## config.mk

```make
export PLATFORM = sky130hd
export DESIGN_NAME = mem_transfer_sequencer
export DESIGN_NICKNAME = d
export VERILOG_FILES = /design/src/rtl/mem_xfer_pkg.sv /design/src/rtl/mem_transfer_sequencer.sv
export SDC_FILE = /design/constraint.sdc
export NUM_CORES = 1
export LEC_CHECK = 0
export ABC_AREA = 0
export CORE_MARGIN = 2
export CORE_UTILIZATION = 39
export DETAILED_ROUTE_END_ITERATION = 8
export PLACE_DENSITY_LB_ADDON = 0.1
export SLEW_MARGIN = 15
export SYNTH_ARGS = -nofsm -noshare
export SYNTH_HDL_FRONTEND = slang
export SYNTH_SLANG_ARGS = --single-unit
export TNS_END_PERCENT = 20
```

## constraint.sdc

```tcl
create_clock -name i_clk -period 4.9 [get_ports i_clk]
set_input_delay 0.735 -clock i_clk [delete_from_list [all_inputs] [get_ports i_clk]]
set_output_delay 0.735 -clock i_clk [all_outputs]
set_load 0.01 [all_outputs]
```

## src/rtl/mem_xfer_pkg.sv

```systemverilog
// Shared state encoding and datapath control codes for the memory transfer sequencer.
// Datapath codes mirror the ALU-system control-input encodings.
package mem_xfer_pkg;

  typedef enum logic [2:0] {
    S_IDLE = 3'd0,
    S_XFER = 3'd1,
    S_WB   = 3'd2,
    S_DONE = 3'd3,
    S_ERR  = 3'd4
  } state_t;

  typedef enum logic [1:0] {
    OP_FETCH = 2'b00,
    OP_LOAD  = 2'b01,
    OP_STORE = 2'b10,
    OP_ILL   = 2'b11
  } op_t;

  localparam logic [1:0] ARF_FUN_INC  = 2'b01;
  localparam logic [1:0] ARF_OUTD_PC  = 2'b00;
  localparam logic [1:0] ARF_OUTD_AR  = 2'b10;
  localparam logic [1:0] ARF_OUTD_SP  = 2'b11;
  localparam logic [2:0] ARF_SEL_PC   = 3'b100;
  localparam logic [2:0] ARF_SEL_AR   = 3'b010;
  localparam logic [2:0] ARF_SEL_SP   = 3'b001;

  localparam logic [1:0] DR_SHR_LOADMSB = 2'b10;
  localparam logic [2:0] RF_LOAD        = 3'b010;
  localparam logic [1:0] MUXA_DR        = 2'b10;
  localparam logic [4:0] ALU_PASSA32    = 5'b10000;

endpackage

```

## src/rtl/mem_transfer_sequencer.sv

```systemverilog
// Moore FSM sequencing byte-wide memory transfers: FETCH into IR, LOAD into RF via DR, STORE from RF.
// Outputs decode only registered state, so reset drives idle values without a clock.
module mem_transfer_sequencer
  import mem_xfer_pkg::*;
#(
  parameter int FETCH_BYTES = 2,
  parameter int WORD_BYTES  = 4
) (
  input  logic       i_clk,
  input  logic       i_rst_n,
  input  logic       i_start,
  input  logic [1:0] i_op,
  input  logic [1:0] i_reg,
  output logic       o_busy,
  output logic       o_done,
  output logic       o_error,
  output logic       o_mem_cs,
  output logic       o_mem_wr,
  output logic       o_ir_write,
  output logic       o_ir_lh,
  output logic       o_dr_e,
  output logic [1:0] o_dr_funsel,
  output logic [1:0] o_arf_outdsel,
  output logic [2:0] o_arf_regsel,
  output logic [1:0] o_arf_funsel,
  output logic [2:0] o_rf_outasel,
  output logic [3:0] o_rf_regsel,
  output logic [2:0] o_rf_funsel,
  output logic [3:0] o_rf_scrsel,
  output logic [1:0] o_muxasel,
  output logic [1:0] o_muxcsel,
  output logic       o_muxdsel,
  output logic [4:0] o_alu_funsel,
  output logic       o_alu_wf
);

  localparam logic [1:0] LP_FETCH_LAST = 2'(FETCH_BYTES - 1);
  localparam logic [1:0] LP_WORD_LAST  = 2'(WORD_BYTES - 1);

  state_t     r_state, w_state_nxt;
  op_t        r_op, w_op_nxt;
  logic [1:0] r_reg, w_reg_nxt;
  logic [1:0] r_k, w_k_nxt;
  logic       w_last;

  assign w_last = (r_op == OP_FETCH) ? (r_k == LP_FETCH_LAST) : (r_k == LP_WORD_LAST);

  always_ff @(posedge i_clk or negedge i_rst_n) begin
    if (!i_rst_n) begin
      r_state <= S_IDLE;
      r_op    <= OP_FETCH;
      r_reg   <= 2'd0;
      r_k     <= 2'd0;
    end else begin
      r_state <= w_state_nxt;
      r_op    <= w_op_nxt;
      r_reg   <= w_reg_nxt;
      r_k     <= w_k_nxt;
    end
  end

  always_comb begin
    w_state_nxt = r_state;
    w_op_nxt    = r_op;
    w_reg_nxt   = r_reg;
    w_k_nxt     = r_k;
    case (r_state)
      S_IDLE, S_DONE: begin
        w_state_nxt = S_IDLE;
        if (i_start) begin
          w_op_nxt    = op_t'(i_op);
          w_reg_nxt   = i_reg;
          w_k_nxt     = 2'd0;
          w_state_nxt = (op_t'(i_op) == OP_ILL) ? S_ERR : S_XFER;
        end
      end
      S_XFER: begin
        // k returns to 0 when the transfer leaves XFER, never mid-transfer
        if (w_last) begin
          w_k_nxt     = 2'd0;
          w_state_nxt = (r_op == OP_LOAD) ? S_WB : S_DONE;
        end else begin
          w_k_nxt = r_k + 2'd1;
        end
      end
      S_WB:    w_state_nxt = S_DONE;
      S_ERR:   w_state_nxt = S_IDLE;
      default: w_state_nxt = S_IDLE;
    endcase
  end

  always_comb begin
    o_busy        = 1'b1;
    o_done        = 1'b0;
    o_error       = 1'b0;
    o_mem_cs      = 1'b1;
    o_mem_wr      = 1'b0;
    o_ir_write    = 1'b0;
    o_ir_lh       = 1'b0;
    o_dr_e        = 1'b0;
    o_dr_funsel   = 2'b00;
    o_arf_outdsel = 2'b00;
    o_arf_regsel  = 3'b000;
    o_arf_funsel  = 2'b00;
    o_rf_outasel  = 3'b000;
    o_rf_regsel   = 4'b0000;
    o_rf_funsel   = 3'b000;
    o_rf_scrsel   = 4'b0000;
    o_muxasel     = 2'b00;
    o_muxcsel     = 2'b00;
    o_muxdsel     = 1'b0;
    o_alu_funsel  = 5'b00000;
    o_alu_wf      = 1'b0;
    case (r_state)
      S_IDLE: o_busy = 1'b0;
      S_DONE: begin
        o_busy = 1'b0;
        o_done = 1'b1;
      end
      S_ERR: o_error = 1'b1;
      S_XFER: begin
        o_mem_cs     = 1'b0;
        o_arf_funsel = ARF_FUN_INC;
        case (r_op)
          OP_FETCH: begin
            o_arf_outdsel = ARF_OUTD_PC;
            o_arf_regsel  = ARF_SEL_PC;
            o_ir_write    = 1'b1;
            o_ir_lh       = r_k[0];
          end
          OP_LOAD: begin
            o_arf_outdsel = ARF_OUTD_AR;
            o_arf_regsel  = ARF_SEL_AR;
            o_dr_e        = 1'b1;
            o_dr_funsel   = DR_SHR_LOADMSB;
          end
          default: begin
            o_mem_wr      = 1'b1;
            o_arf_outdsel = ARF_OUTD_AR;
            o_arf_regsel  = ARF_SEL_AR;
            o_rf_outasel  = {1'b0, r_reg};
            o_alu_funsel  = ALU_PASSA32;
            o_muxcsel     = r_k;
          end
        endcase
      end
      S_WB: begin
        o_muxasel   = MUXA_DR;
        o_rf_funsel = RF_LOAD;
        o_rf_regsel = 4'b0001 << r_reg;
      end
      default: o_busy = 1'b0;
    endcase
  end

endmodule

```

==> results_dict.tcl <==
set metrics [dict create \
    n_antenna_cell 0 \
    grt_max_degree 12 \
    crit_path_end "o_ir_lh" \
    synth_xor_area_share_pct 3.40 \
    crit_arrival_ns 2.14 \
    hp-class "reg2reg" \
    clkTransAtPathRegs_ns 0.06 \
    max_slew_margin_pct 58.4 \
    synth-seq-cells 9 \
    cts_buffer_depth 2 \
    power.density_mw_per_mm2 589 \
    synth.area.mux_share_pct 5.83 \
    hold_depth 1 \
    drive_gt1_share_pct 9.09 \
    rsz0062_at_grt "no" \
    die-area_mm2 0.00235 \
    slew_violations 0 \
    core_mm2 0.00192 \
    synth_cell_types 31 \
    synth_area_um2 772 \
    die_x_um 48.5 \
    grt.overflow.total 0 \
    fin_crit_ns 2.87 \
    viasPerCell 4.28 \
    num_vias 587 \
    synth_compound_area_share_pct 9.72 \
    nets 118 \
    first_pass_iters 4 \
    yosysSeqAreaShare_pct 29.2 \
    finalInstanceArea_um2 987 \
    hpwlAfterDp_um 1130 \
    p_leak_nw 0.446 \
    startpoint "r_state[1]$_DFFE_PN0P_" \
    post-cts-setup-buffer-count 0 \
    numCtsBuffers 3 \
    grt_pass1_vias 514 \
    startpoint_type "register" \
    grt_pass1_wl_um 2240 \
    synth_edf_count 0 \
    min_period_over_period_pct 58.6 \
    holdBufCountCts 0 \
    finalHoldViolCount 0 \
    yosys-top-cells-count "buf_4, dfrtp_1, and3_1" \
    async_flop_share_pct 100 \
    setup_slack_ns 2.03 \
    r2r_cells 4 \
    worst-path-max-fanout 11 \
    die_h_um 48.5 \
    pre_cts_slack_ns 2.28 \
    cp-end-kind "output port" \
    setup_tns_ns 0 \
    synth_top_cell_by_area "dfrtp_1" \
    drc 0 \
    start_util_pct 40.2 \
    syn_avg_cell_area_um2 8.87 \
    yosys.area_share.simple_pct 23.2 \
    synth-adder-area-share_pct 0 \
    run_status "complete, no violations" \
    synth_warnings 0 \
    drv_cap 0 \
    criticalPathCategory "reg2out" \
    fin_skew_ns 0.00139 \
    cts_max_level 1 \
    whs_ns 0.558 \
    yosys.area.top_type_share_pct 29.2 \
    synth_area_leaders "dfrtp_1, buf_4, mux2_2" \
    fmax_mhz 348 \
    gp_congestion 0.726 \
    postSynthCellCount 87 \
    ios 49 \
    rrSetupSlack_ns 3.32 \
    setup_violations 0 \
    synth_most_common_cell "buf_4" \
    reg2reg_to "r_k[1]$_DFFE_PN0P_" \
    cts_resized 0 \
    core.rowCount 16 \
    port_buffers 30 \
    ir_drop_uv 264 \
    routed_wl_um 1380 \
    detail-route-antenna-nets 0 \
    post_dp_cell_area_um2 961 \
    tightestPinTransition_ns 0.623 \
    synth-main-ff-cell "dfrtp_1" \
    required_ns 4.16 \
    largest_reg_flops 3 \
    antenna_found_initial 0 \
    top_register "r_state" \
    post_drt_wl_per_cell_um 10.1 \
    syn2layout_area_growth_pct 27.9 \
    cts.sinks 9 \
    synth_top_family_by_area "buffers and inverters" \
    ctsRootBufferMaster "clkbuf_4" \
    cts_tree "yes" \
    drt_iter0_drc 4 \
    insertion_delay_ns 0.26 \
    grt_usage_pct 12.5 \
    regToRegStartpoint "r_state[1]$_DFFE_PN0P_" \
]
==> cell families (layout without fill, tap and decap cells) <==
| kind of cell | count (synthesis) | count (layout) |
|---|---|---|
| flops | 9 | 9 |
| compound gates | 10 | 10 |
| mux | 4 | 4 |
| buf+inv | 30 | 36 |
| xor+xnor | 3 | 3 |
| simple gates | 30 | 30 |
| other cells | 1 | 18 |
==> critical path, cell delays in order, from the launching register on <==
cell and delay, ns:
dfrtp_1 0.45, or3b_1 0.53, clkinv_2 0.18, and3_1 0.18, clkdlybuf4s50_1 0.54
==> metrics by stage <==
stage	instances	utilization [%]	total power, mW
2_1_floorplan	104	-	0.408
3_3_place_gp	133	50.0	0.528
3_5_place_dp	133	50.0	0.531
4_1_cts	137	51.4	0.589
5_1_grt	137	51.4	0.629
6_report	137	51.4	0.581
==> per-layer routing <==
metal	global-route usage, %	share of wire [%]
met5	0	0
met4	8.57	3.0
met3	1.85	6.2
met2	21.3	46
met1	14.4	44
==> power breakdown <==
part	total (mW)	switching, mW	internal, mW
sequential	0.158	0.0520	0.106
combinational	0.367	0.158	0.209
clock	0.0560	0.0247	0.0313
==> placed cells by master (no fill, tap or decap), drive strengths merged, types with 2 or more instances in the layout <==
| cell | n |
|---|---|
| dfrtp | 9 |
| nor2b | 2 |
| clkbuf | 4 |
| mux2 | 4 |
| xnor2 | 3 |
| and3 | 7 |
| and3b | 2 |
| o211ai | 2 |
| nand2b | 2 |
| clkdlybuf4s50 | 30 |
| nand2 | 2 |
| nor2 | 5 |
| conb | 18 |
| nor3 | 2 |
| and2 | 2 |
| a21oi | 2 |
| nor3b | 3 |
==> how the worst min path moves through the flow <==
stage                               endpoint  slack [ns]               start
after floorplan           r_k[0]$_DFFE_PN0P_        0.44             i_rst_n
after global placement    r_k[1]$_DFFE_PN0P_        0.55  r_k[1]$_DFFE_PN0P_
after detailed placement  r_k[1]$_DFFE_PN0P_        0.55  r_k[1]$_DFFE_PN0P_
after CTS                 r_k[1]$_DFFE_PN0P_        0.56  r_k[1]$_DFFE_PN0P_
after global routing      r_k[1]$_DFFE_PN0P_        0.58  r_k[1]$_DFFE_PN0P_
final                     r_k[1]$_DFFE_PN0P_        0.56  r_k[1]$_DFFE_PN0P_
==> final cells by class <==
type	count	area [µm²]
fill	182	935
multi-input combinational	65	393
inverter	2	8.76
tap	27	33.8
timing repair buffer	30	300
sequential	9	225
clock buffer	4	26.3
(Power assumes the default switching activity.)
